--- src/rtl/clkgen_pkg.sv ---
`default_nettype none
// ============================================================================
// Module      : clkgen_pkg
// Description : Shared types and helpers for the clock_enable_gen tick
//               generator: channel state encoding, cfg_ch width helper and
//               the effective-divisor helper (a divisor of 0 behaves as 1).
// Revision    : 1.0 - initial release
// ============================================================================
package clkgen_pkg;

    // Channel state: stopped, periodic, or armed for a single tick.
    typedef enum logic [1:0] {
        ST_IDLE = 2'd0,
        ST_RUN  = 2'd1,
        ST_SHOT = 2'd2
    } ch_state_t;

    // Width of the channel-select field; never narrower than one bit.
    function automatic int ch_width(input int n);
        return (n > 1) ? $clog2(n) : 1;
    endfunction

    // Divisor actually used for counting: max(div, 1).
    function automatic logic [31:0] eff_div(input logic [31:0] d);
        return (d == 32'd0) ? 32'd1 : d;
    endfunction

endpackage : clkgen_pkg
`default_nettype wire

--- src/rtl/clkgen_channel.sv ---
`default_nettype none
// ============================================================================
// Module      : clkgen_channel
// Description : One tick-generator channel: divisor register, counter,
//               IDLE/RUN/SHOT state machine, tick strobe and square wave.
//   clk_in     in   system clock
//   reset      in   synchronous active-high reset
//   wr         in   accepted configuration write addressed to this channel
//   wr_div     in   divisor to load on wr
//   wr_en      in   1 = start channel on wr, 0 = stop
//   wr_oneshot in   1 = one-shot, 0 = periodic (when wr_en)
//   restart    in   realign counter/square wave if channel is active
//   tick       out  registered one-cycle enable strobe
//   sq         out  registered square wave, toggles with each tick
//   busy       out  channel is counting (decoded from state register)
// Revision    : 1.0 - initial release
// ============================================================================
module clkgen_channel
    import clkgen_pkg::*;
#(
    parameter int DIV_W       = 16,
    parameter int DEFAULT_DIV = 50000,
    parameter bit RESET_RUN   = 1'b0
) (
    input  logic             clk_in,
    input  logic             reset,
    input  logic             wr,
    input  logic [DIV_W-1:0] wr_div,
    input  logic             wr_en,
    input  logic             wr_oneshot,
    input  logic             restart,
    output logic             tick,
    output logic             sq,
    output logic             busy
);

    localparam logic [DIV_W-1:0] c_DEFAULT_DIV = DIV_W'(DEFAULT_DIV);
    localparam ch_state_t        c_RESET_STATE = RESET_RUN ? ST_RUN : ST_IDLE;

    ch_state_t        r_state;
    logic [DIV_W-1:0] r_div;
    logic [DIV_W-1:0] r_cnt;
    logic             r_tick;
    logic             r_sq;

    ch_state_t        w_state_nxt;
    logic [DIV_W-1:0] w_div_nxt;
    logic [DIV_W-1:0] w_cnt_nxt;
    logic             w_tick_nxt;
    logic             w_sq_nxt;

    logic [DIV_W-1:0] w_eff;
    logic [DIV_W-1:0] w_last;
    logic             w_active;
    logic             w_due;

    assign w_eff    = DIV_W'(eff_div(32'(r_div)));
    assign w_last   = w_eff - DIV_W'(1);
    assign w_active = (r_state != ST_IDLE);
    // A due tick is always emitted, even when a write or restart lands on
    // the same edge; those only override the counter/square/state updates.
    assign w_due    = w_active && (r_cnt == w_last);

    always_ff @(posedge clk_in) begin
        if (reset) begin
            r_state <= c_RESET_STATE;
            r_div   <= c_DEFAULT_DIV;
            r_cnt   <= '0;
            r_tick  <= 1'b0;
            r_sq    <= 1'b0;
        end else begin
            r_state <= w_state_nxt;
            r_div   <= w_div_nxt;
            r_cnt   <= w_cnt_nxt;
            r_tick  <= w_tick_nxt;
            r_sq    <= w_sq_nxt;
        end
    end

    // Later assignments override earlier ones: write > restart > counting.
    always_comb begin
        w_state_nxt = r_state;
        w_div_nxt   = r_div;
        w_cnt_nxt   = r_cnt + DIV_W'(1);
        w_tick_nxt  = w_due;
        w_sq_nxt    = r_sq ^ w_due;

        if (!w_active || w_due) begin
            w_cnt_nxt = '0;
        end

        if ((r_state == ST_SHOT) && w_due) begin
            w_state_nxt = ST_IDLE;
        end

        if (restart && w_active) begin
            w_cnt_nxt = '0;
            w_sq_nxt  = 1'b0;
        end

        if (wr) begin
            w_div_nxt = wr_div;
            w_cnt_nxt = '0;
            w_sq_nxt  = 1'b0;
            if (!wr_en) begin
                w_state_nxt = ST_IDLE;
            end else if (wr_oneshot) begin
                w_state_nxt = ST_SHOT;
            end else begin
                w_state_nxt = ST_RUN;
            end
        end
    end

    assign tick = r_tick;
    assign sq   = r_sq;
    assign busy = (r_state != ST_IDLE);

endmodule : clkgen_channel
`default_nettype wire

--- src/rtl/clock_enable_gen.sv ---
`default_nettype none
// ============================================================================
// Module      : clock_enable_gen
// Description : Multi-channel programmable clock-enable / square-wave
//               generator. Owns the configuration handshake, channel decode
//               and sync_restart fan-out; counting lives in clkgen_channel.
//   clk_in       in   system clock
//   reset        in   synchronous active-high reset
//   cfg_valid    in   configuration write request
//   cfg_ready    out  block can accept a write (low one cycle after accept)
//   cfg_ch       in   target channel (out-of-range writes are swallowed)
//   cfg_div      in   new divisor (0 behaves as 1)
//   cfg_en       in   1 = start, 0 = stop
//   cfg_oneshot  in   1 = one-shot, 0 = periodic
//   sync_restart in   realign all running channels
//   tick_out     out  per-channel one-cycle enable strobe
//   sq_out       out  per-channel square wave
//   busy         out  per-channel counting flag
// Revision    : 1.0 - initial release
// ============================================================================
module clock_enable_gen
    import clkgen_pkg::*;
#(
    parameter int                NUM_CH      = 4,
    parameter int                DIV_W       = 16,
    parameter int                DEFAULT_DIV = 50000,
    parameter logic [NUM_CH-1:0] RESET_EN    = NUM_CH'(4'b0001)
) (
    input  logic                          clk_in,
    input  logic                          reset,
    input  logic                          cfg_valid,
    output logic                          cfg_ready,
    input  logic [ch_width(NUM_CH)-1:0]   cfg_ch,
    input  logic [DIV_W-1:0]              cfg_div,
    input  logic                          cfg_en,
    input  logic                          cfg_oneshot,
    input  logic                          sync_restart,
    output logic [NUM_CH-1:0]             tick_out,
    output logic [NUM_CH-1:0]             sq_out,
    output logic [NUM_CH-1:0]             busy
);

    localparam int c_CH_W = ch_width(NUM_CH);

    logic r_ready;
    logic w_accept;

    assign w_accept = cfg_valid && r_ready;

    // One dead cycle after every accepted write, whatever the channel.
    always_ff @(posedge clk_in) begin
        if (reset) begin
            r_ready <= 1'b1;
        end else begin
            r_ready <= !w_accept;
        end
    end

    assign cfg_ready = r_ready;

    for (genvar i = 0; i < NUM_CH; i++) begin : g_ch
        logic w_sel;

        assign w_sel = w_accept && (cfg_ch == c_CH_W'(i));

        clkgen_channel #(
            .DIV_W       (DIV_W),
            .DEFAULT_DIV (DEFAULT_DIV),
            .RESET_RUN   (RESET_EN[i])
        ) u_channel (
            .clk_in     (clk_in),
            .reset      (reset),
            .wr         (w_sel),
            .wr_div     (cfg_div),
            .wr_en      (cfg_en),
            .wr_oneshot (cfg_oneshot),
            .restart    (sync_restart),
            .tick       (tick_out[i]),
            .sq         (sq_out[i]),
            .busy       (busy[i])
        );
    end

endmodule : clock_enable_gen
`default_nettype wire
--- config.mk ---
export PLATFORM = sky130hd
export DESIGN_NAME = clock_enable_gen
export DESIGN_NICKNAME = d
export VERILOG_FILES = /design/src/rtl/clkgen_pkg.sv /design/src/rtl/clkgen_channel.sv /design/src/rtl/clock_enable_gen.sv
export SDC_FILE = /design/constraint.sdc
export NUM_CORES = 1
export LEC_CHECK = 0
export CORE_MARGIN = 4
export CORE_UTILIZATION = 61
export CTS_BUF_LIST = sky130_fd_sc_hd__clkbuf_16
export DETAILED_ROUTE_END_ITERATION = 8
export HOLD_SLACK_MARGIN = 0.12
export PLACE_DENSITY_LB_ADDON = 0.08
export SLEW_MARGIN = 20
export SYNTH_ARGS = -nofsm -noshare
export SYNTH_HDL_FRONTEND = slang
export SYNTH_SLANG_ARGS = --single-unit
--- constraint.sdc ---
create_clock -name clk_in -period 4.8 [get_ports clk_in]
set_clock_uncertainty 0.1 [all_clocks]
set_input_delay 0.96 -clock clk_in [delete_from_list [all_inputs] [get_ports clk_in]]
set_output_delay 0.96 -clock clk_in [all_outputs]
set_load 0.02 [all_outputs]
Yosys cells after proc, flatten, opt, wreduce, memory -nomap -nowiden
Cells that the tools add are included.

storage, ports and cells
  flip-flop bits (word level) = 145
  logic and storage cells = 105
  output and inout bits = 13

operators by class
  reductions and logical operators = 47
  bitwise gates (word level) = 4
  mux-type cells = 14
  equality and inequality tests = 11
  $add $sub $neg = 8

operators with widths
  kind                                                                    count
  16-bit by 1-bit adder with 16-bit output (second input constant)        4
  16-bit equality test                                                    4
  16-bit logical NOT                                                      4
  16-bit 2-to-1 mux                                                       4
  16-bit by 1-bit subtractor with 16-bit output (second input constant)   4
  2-bit 2-to-1 mux                                                        10
  1-bit logical AND                                                       17
  2-bit nonzero test                                                      8
  4-bit OR reduction                                                      4
  2-bit equality test (second input constant)                             6
  3-bit OR reduction                                                      4
  1-bit logical NOT                                                       5
  1-bit logical OR                                                        4
  1-bit bitwise XOR                                                       4
  2-bit by 1-bit equality test with 1-bit output (second input constant)  1
  2-bit logical NOT                                                       1

Longest topological paths before layout
  depth after elaboration = 8
  gate-level depth with buffers = 14
  depth with buffers taken out = 12

Cells and area by module
From an unflattened synthesis, not the netlist that was laid out.

unflattened totals
  cells, all modules = 972
  area, all modules = 8424.3 um2

modules (own cells, without submodules)
  module                                   area each (um2)  times used  cells each  seq. area each (um2)
  clkgen_channel at g_ch[1].u_channel ...  2089.5           2           248         720.7
  clkgen_channel at g_ch[3].u_channel      2124.5           1           242         720.7
  clkgen_channel at g_ch[0].u_channel      2052.0           1           228         720.7
  clock_enable_gen                         68.8             1           6           20.0

Worst setup path after synthesis
Ideal clock, no wire load.

  path type = register to register
  start = reg g_ch[3].u_channel.r_div[4]
  end = reg g_ch[3].u_channel.r_state[1]
  required time = 4.578 ns
  arrival = 3.516 ns
  stages on the path, launching flop included = 15
  library setup time = 0.122 ns
  path slack = 1.062 ns
  cell sequence = dfxtp_1 > clkbuf_1 > or4_1 > or3_1 > nor2_1 > nor2_1 > ha_1 > nor3b_1 > and2_1 > o21a_1 > o31a_1 > or2_1 > nor4b_4 > buf_2 > a21oi_1

on the way
  longest elaborated chain between the ends = 7

RTL lines
  what                                               line                  RTL
  start: declaration                                 clkgen_channel.sv:41  logic [DIV_W-1:0] r_div;
  start signal: assignment                           clkgen_channel.sv:67  r_div <= c_DEFAULT_DIV;
  start signal: assignment                           clkgen_channel.sv:73  r_div <= w_div_nxt;
  16-bit logical NOT                                 clkgen_pkg.sv:25      return (d == 32'd0) ? 32'd1 : d;
  16-bit 2-to-1 mux (*)                              clkgen_pkg.sv:25
  16-bit by 1-bit subtractor with 16-bit output (*)  clkgen_channel.sv:58  assign w_last = w_eff - DIV_W'(1);
  16-bit equality test (*)                           clkgen_channel.sv:62  assign w_due = w_active && (r_cnt == w_last);
  1-bit logical AND (*)                              clkgen_channel.sv:62
  1-bit logical AND (*)                              clkgen_channel.sv:92  if ((r_state == ST_SHOT) && w_due) begin
  2-bit nonzero test (no source line) (*)            n/a
  end signal: assignment                             clkgen_channel.sv:66  r_state <= c_RESET_STATE;
  end signal: assignment                             clkgen_channel.sv:72  r_state <= w_state_nxt;
  end: declaration                                   clkgen_channel.sv:40  ch_state_t r_state;

Mark *: on every way between the ends. The rest lies on a longest branch, timed or not.
A chain may end at the register's enable or synchronous reset.

Worst setup path in the final report
  start = reg g_ch[1].u_channel.r_div[9]
  end = reg g_ch[1].u_channel.r_cnt[1]

on the way
  longest elaborated chain between the ends = 7

RTL lines
  what                                               line                  RTL
  start: declaration                                 clkgen_channel.sv:41
  start signal: assignment                           clkgen_channel.sv:67
  start signal: assignment                           clkgen_channel.sv:73
  16-bit logical NOT                                 clkgen_pkg.sv:25
  16-bit 2-to-1 mux (*)                              clkgen_pkg.sv:25
  16-bit by 1-bit subtractor with 16-bit output (*)  clkgen_channel.sv:58
  16-bit equality test (*)                           clkgen_channel.sv:62
  1-bit logical AND (*)                              clkgen_channel.sv:62
  1-bit logical OR (*)                               clkgen_channel.sv:88  if (!w_active || w_due) begin
  4-bit OR reduction (no source line) (*)            n/a
  end signal: assignment                             clkgen_channel.sv:74  r_cnt <= w_cnt_nxt;
  end: declaration                                   clkgen_channel.sv:42  logic [DIV_W-1:0] r_cnt;

Marks and branches as above.

==> metrics.md <==
| Metric | Value |
|---|---|
| Initial Utilization | `62.4%` |
| WP data arrival | `4.11 ns` |
| Ratio of cells with drive above 1 in the final layout | `5.54%` |
| Pre-antenna DRT Iters | `5` |
| Hold depth | `2` |
| Pwr per Cell Area | `314 nW/µm²` |
| Antenna violations before repair | `0` |
| Worst skew pair latency | `0.42 ns` |
| I/O pins | `37` |
| Fin crit share | `81.2%` |
| Syn nets | `1085` |
| Clk sinks | `145` |
| Max cap viols | `0` |
| Ant. Diodes | `0` |
| Total power | `2.91 mW` |
| Fmax | `257 MHz` |
| Slew Viols, Final | `0` |
| Final net count | `1084` |
| Die area | `15500 µm²` |
| Critical Path Fanout Max | `9` |
| Synth area leader | `dfxtp_1` |
| Drt via density | `5.90` |
| Cell Rows | `42` |
| Setup TNS | `0 ns` |
| Required @ worst endpoint | `5.01 ns` |
| Yosys reg bits | `145` |
| H-tree depth | `4` |
| Outcome | `complete, no violations` |
| Pin count of the biggest net entering global routing | `41` |
| Setup violators final | `0` |
| Max VDD drop | `0.000257 V` |
| Synthesized instance count | `1053` |
| Number of global-route vias before repair | `6582` |
| Layout area overhead | `12.0%` |
| Critical path class | `reg -> reg` |
| Number of synthesized flops with an enable pin | `0` |
| Cts hold-fix bufs | `0` |
| Dominant cells by area after synthesis | `dfxtp_1 35%, nand2_1 8.5%, xnor2_1 8.1%` |
| Register area share after synthesis | `35.1%` |
| Routability cong. | `0.889` |
| Core Area | `13200 µm²` |
| Relative slew slack | `39.3%` |
| Drt wl/cell | `16.1 µm` |
| GRT Total Usage | `25.4%` |
| Distinct cells, synth | `75` |
| Routed via count | `7322` |
| Worst-case clock buffer depth | `2` |
| ANT nets after route | `0` |
| Tmin final | `3.90 ns` |
| Synth Flop Type | `dfxtp_1` |
| Most frequent cells after synthesis | `186 x nand2_1, 145 x dfxtp_1, 76 x xnor2_1` |
| Die width | `124 µm` |
| Synthesis warning total | `0` |
| Worst hold path type | `reg -> reg` |
| DIE HEIGHT | `124 µm` |
| FFs w/ async S/R, synth | `0%` |
| P_leak | `3.13 nW` |
| Synth top area share | `35.1%` |
| Starting DRT DRC Count | `621` |
| Cells on worst reg2reg path | `10` |
| CTS tree | `built` |
| CTS Buf Count | `17` |
| Final global-route overflow total | `0` |
| Drt drc | `0` |
| Drt total wl | `20000 µm` |
| Crit path capture type | `flip-flop` |
| Count leader, synth | `nand2_1` |
| Synthesized cell area | `8260 µm²` |
| Post-CTS setup buffers | `0` |
| First-pass GRT wire length | `33000 µm` |
| Worst Tran Pin Value | `0.908 ns` |
| CP Launch Type | `flip-flop` |
| Worst-path clk slew | `0.06 ns` |
| PortBufs | `36` |
| Syn avg cell area | `7.84 µm²` |
| RSZ-0062 raised after global routing | `false` |
| Detailed Place HPWL | `14200 µm` |
| Hold Fails Final Rpt | `0` |
| Post-cts sizing count | `0` |
| Filler instances | `1143` |
| Root Buffer | `clkbuf_16` |
-- critical path, cell delays in order, from the launching register on --
cell and delay, ns:
dfxtp_1 0.47, nor2_1 0.16, and3_1 0.23, a31oi_1 0.28
ha_1 0.27, nor3b_2 0.50, and4_1 0.30, or4b_2 0.58
a2111oi_0 0.48, nand4_1 0.18, and3_1 0.22
-- worst paths after layout --
| check | startpoint | slack, ns | end |
|---|---|---|---|
| worst max-delay path | g_ch[1].u_channel.r_div[9] | 0.90 | g_ch[1].u_channel.r_cnt[1] |
| worst max register to register | g_ch[1].u_channel.r_div[9] | 0.90 | g_ch[1].u_channel.r_cnt[1] |
| worst min register to register | g_ch[2].u_channel.r_state[1] | 0.36 | g_ch[2].u_channel.r_state[1] |
| worst min-delay path | g_ch[2].u_channel.r_state[1] | 0.36 | g_ch[2].u_channel.r_state[1] |
-- cell type report --
| type | count | area, µm² | share of cell area [%] |
|---|---|---|---|
| multi-input cells | 820 | 4980 | 53.8 |
| flip-flops and latches | 145 | 2900 | 31.4 |
| repair buffers | 48 | 445 | 4.82 |
| clock buffers | 17 | 425 | 4.60 |
| well taps | 176 | 220 | 2.38 |
| clock inverters | 15 | 200 | 2.16 |
| inverters | 20 | 75.1 | 0.812 |
-- power breakdown --
part | leakage [nW] | internal [mW] | switching, mW
registers | 1.17 | 1.23 | 0.0391
logic | 1.64 | 0.0942 | 0.131
clock network | 0.319 | 0.911 | 0.503
total | 3.13 | 2.23 | 0.674
-- registers in the layout, summed over array words and instances, names as in the netlist --
name and count:
g_ch.u_channel.sq 4, g_ch.u_channel.tick 4, cfg_ready 1, g_ch.u_channel.r_cnt 64, g_ch.u_channel.r_state 8, g_ch.u_channel.r_div 64
-- cell usage in the layout (no fill, tap or decap), types with 24 or more instances in the layout --
cell type / synthesis / layout
a21oi_1: 62 / 62
clkdlybuf4s50_1: 0 / 35
dfxtp_1: 145 / 145
inv_1: 20 / 24
nand2_1: 186 / 186
nand3_1: 40 / 40
nand3b_1: 27 / 27
nor2_1: 74 / 74
nor3_1: 68 / 67
xnor2_1: 76 / 76
xor2_1: 50 / 50
-- layer usage --
| layer | routed length (µm) | track usage [%] | vias to the layer above |
|---|---|---|---|
| met4 | 382 | 7.29 | 0 |
| met3 | 857 | 4.85 | 29 |
| met1 | 9840 | 36.1 | 3430 |
| met2 | 8920 | 39.5 | 155 |
| li1 | - | - | 3708 |
| met5 | 0 | 0 | - |
-- cells by family after synthesis --
logic type                 after synthesis  synth area share [%]
buffers and inverters                   88                  4.62
muxes                                    5                 0.636
adders and majority gates                8                  1.21
xor gates and xnor gates               126                  13.4
DFF                                    145                  35.1
AOI/OAI and AO/OA                      148                  12.1
and+or+nand+nor                        533                  33.0
-- per-stage QoR --
stage | setup WS (ns) | util, % | instances | hold slack [ns] | cell area (µm²)
floorplan | 1.06 | - | 1053 | 0.344 | 8260
global route | 0.611 | 69.8 | 1241 | 0.386 | 9250
global placement | 1.06 | 65.1 | 1209 | 0.350 | 8620
finish | 0.903 | 69.8 | 1241 | 0.359 | 9250
CTS | 0.951 | 69.8 | 1241 | 0.363 | 9250
detailed placement | 0.944 | 65.1 | 1209 | 0.354 | 8620
(Power assumes the default switching activity.)
==> RTL edit, RTL diff (config.mk and constraints unchanged) <==
Re-encode `ch_state_t` (3 states) as one-hot, 3 bits wide.
--- a/src/rtl/clkgen_pkg.sv
+++ b/src/rtl/clkgen_pkg.sv
@@ -10,8 +10,8 @@
 
     // Channel state: stopped, periodic, or armed for a single tick.
-    typedef enum logic [1:0] {
-        ST_IDLE = 2'd0,
-        ST_RUN  = 2'd1,
-        ST_SHOT = 2'd2
+    typedef enum logic [2:0] {
+        ST_IDLE = 3'b001,
+        ST_RUN  = 3'b010,
+        ST_SHOT = 3'b100
     } ch_state_t;
 
Behaviour: no difference found for any inputs over 4 cycles, from zero or initial values and one cycle with reset high; so few cycles prove little.
==> RTL edit against the original RTL <==
  * Clock power decreased by 8%
  * Area after synthesis decreased by 1.6%
  * Combinational power increased by 2%
  * Setup slack got worse by 380 ps
  * Total power decreased by 2.4%
  * Routed wire length decreased by 2.5%
  * Critical path depth increased by 2
  * Non-clock buffer count decreased by 2
  * Design area decreased by 2.1%
  * Global-route usage increased by 1.3 points
  * Sequential share of layout area increased by 1.5 points
  * Maximum frequency decreased by 8.9%
  * Sequential cell count increased by 4
  * Largest power group is now sequential cells
  * Highest routed layer unchanged
==> RTL edit: results (changes against the original RTL) <==
| Metric | Value |
|---|---|
| Result of the run | `complete, no violations (unchanged)` |
| Worst max-slew margin expressed relative to the limit | `23.4% (was 39.3%)` |
| Synth async-reset ratio | `0% (unchanged)` |
| Via count of the first global-routing pass | `6,586 (was 6,582)` |
| Global-route met3 utilization | `5.49% (was 4.85%)` |
| Num CTS Buffers | `17 (unchanged)` |
| Worst EP arrival | `4510 ps (was 4110 ps)` |
| Leakage | `3.18 nW (was 3.13 nW)` |
| PostCTS Resize Cnt | `0 (unchanged)` |
| Peak supply drop | `272 uV (was 257 uV)` |
| Syn Area/Cell | `7.74 sq um (was 7.84 sq um)` |
| Type of the tightest min-delay check | `reg -> reg (unchanged)` |
| DPL Wire Length | `13.9 mm (was 14.2 mm)` |
| Ratio of cells with drive above 1 in the final layout | `4.43% (was 5.54%)` |
| Clock root buffer | `clkbuf_16 (unchanged)` |
| Global-route usage over all layers | `26.7% (was 25.4%)` |
| Top flop regs | `g_ch.u_channel.r_cnt x64, g_ch.u_channel.r_div x64, g_ch.u_channel.r_state x12 (was g_ch.u_channel.r_cnt x64, g_ch.u_channel.r_div x64, g_ch.u_channel.r_state x8)` |
| Worst-Skew Late Latency | `420 ps (about the same)` |
| Post-layout net count | `1,081 (was 1,084)` |
| N_diodes | `0 (unchanged)` |
| Bufs on Longest Clock Path | `2 (unchanged)` |
| Gpl congestion | `0.905 (was 0.889)` |
| GR met1 Demand/Resource | `36.1% (about the same)` |
| Post-DP Area | `0.00849 sq mm (was 0.00862 sq mm)` |
| Synth warnings | `0 (unchanged)` |
| Commonest cells in the synthesized netlist | `nand2_1, dfxtp_1, nor2_1 (was nand2_1, dfxtp_1, xnor2_1)` |
| Placed instance count | `1,202 (was 1,209)` |
| Setup fix buffers added after clock tree synthesis | `0 (unchanged)` |
| Final wirelength | `19.5 mm (was 20.0 mm)` |
| Worst-path maximum fanout | `7 (was 9)` |
| Clock edge transition at the registers on the reported setup and hold paths | `60 ps (about the same)` |
| Maximum number of pins on one net before global-route repair | `62 (was 41)` |
| Cells taking the most area after synthesis | `dfxtp_1, nand2_1, xnor2_1 (unchanged)` |
| Pre-CTS WS | `548 ps (was 944 ps)` |
| Share of synthesized area occupied by flip-flops and latches | `36.7% (was 35.1%)` |
| Initial antenna violation count | `0 (unchanged)` |
| First-pass GRT wire length | `32.2 mm (was 33.0 mm)` |
| Iteration-0 DRC count of the detailed router | `570 (was 621)` |
| Count of distinct cell types in the synthesized netlist | `64 (was 75)` |
| Max H-tree Level | `4 (unchanged)` |
| Wire per inst | `15.8 um (was 16.1 um)` |
| Via count | `7,216 (was 7,322)` |
| GR met2 Demand/Resource | `43.2% (was 39.5%)` |
| Buffers on Ports | `36 (unchanged)` |
[RTL edit: changes by cell type in the layout (fill, tap and decap cells not counted), sizes merged, moves of 9 or more]
cell / unedited run / this run
nand3: 40 / 68
xor2: 50 / 59
nand3b: 27 / 6
nor2: 75 / 113
nor3: 69 / 30
[RTL edit: worst paths after layout]
| kind | start | endpoint | slack [ps] | cells past startpoint |
|---|---|---|---|---|
| setup / recovery | g_ch[2].u_channel.r_div[0]$_SDFFE_PP0P_ | g_ch[2].u_channel.sq$_SDFF_PP0_ | 520 | 12 |
| hold / removal | cfg_ready$_SDFF_PP1_ | cfg_ready$_SDFF_PP1_ | 360 | 1 |
| setup reg to reg | g_ch[2].u_channel.r_div[0]$_SDFFE_PP0P_ | g_ch[2].u_channel.sq$_SDFF_PP0_ | 520 | 12 |
| hold reg to reg | cfg_ready$_SDFF_PP1_ | cfg_ready$_SDFF_PP1_ | 360 | 1 |
[RTL edit: layer usage]
layer	vias up	part of all wire, %
met4	0	1.7
met5	-	0
li1	3635	-
met1	3355	45
met3	30	5.8
met2	196	47
[RTL edit: cell type report]
type / instances / area [sq um]
tap: 172 / 215
multi-input combinational: 815 / 4780
sequential: 149 / 2980
timing repair buffer: 46 / 430
inverter: 20 / 75.1
clock buffer: 17 / 425
fill: 1087 / 3770
clock inverter: 15 / 148
[RTL edit: critical path, stage by stage (launching register included)]
cell and delay [ps]:
dfxtp_1 320, or4_1 670, or4_4 580, o21ba_1 210, ha_1 220, or3b_2 230
nor3_1 60, xnor2_1 130, nor4_1 190, o211ai_1 140, or4_1 630, or4_1 440
a311oi_1 260
[RTL edit: kinds of logic after synthesis]
logic type	after synthesis	share of synthesized area, %
xor gates and xnor gates	130	14.0
adders and majority gates	8	1.23
muxes	10	1.23
and+or+nand+nor	536	31.8
DFF	149	36.7
buffers and inverters	87	4.62
AOI/OAI and AO/OA	131	10.5
[RTL edit: report_power, final]
group / switching, mW / leakage (nW) / internal (mW) / total [mW]
logic: 0.136 / 1.69 / 0.0951 / 0.231
clock network: 0.500 / 0.290 / 0.801 / 1.30
registers: 0.0400 / 1.21 / 1.26 / 1.30
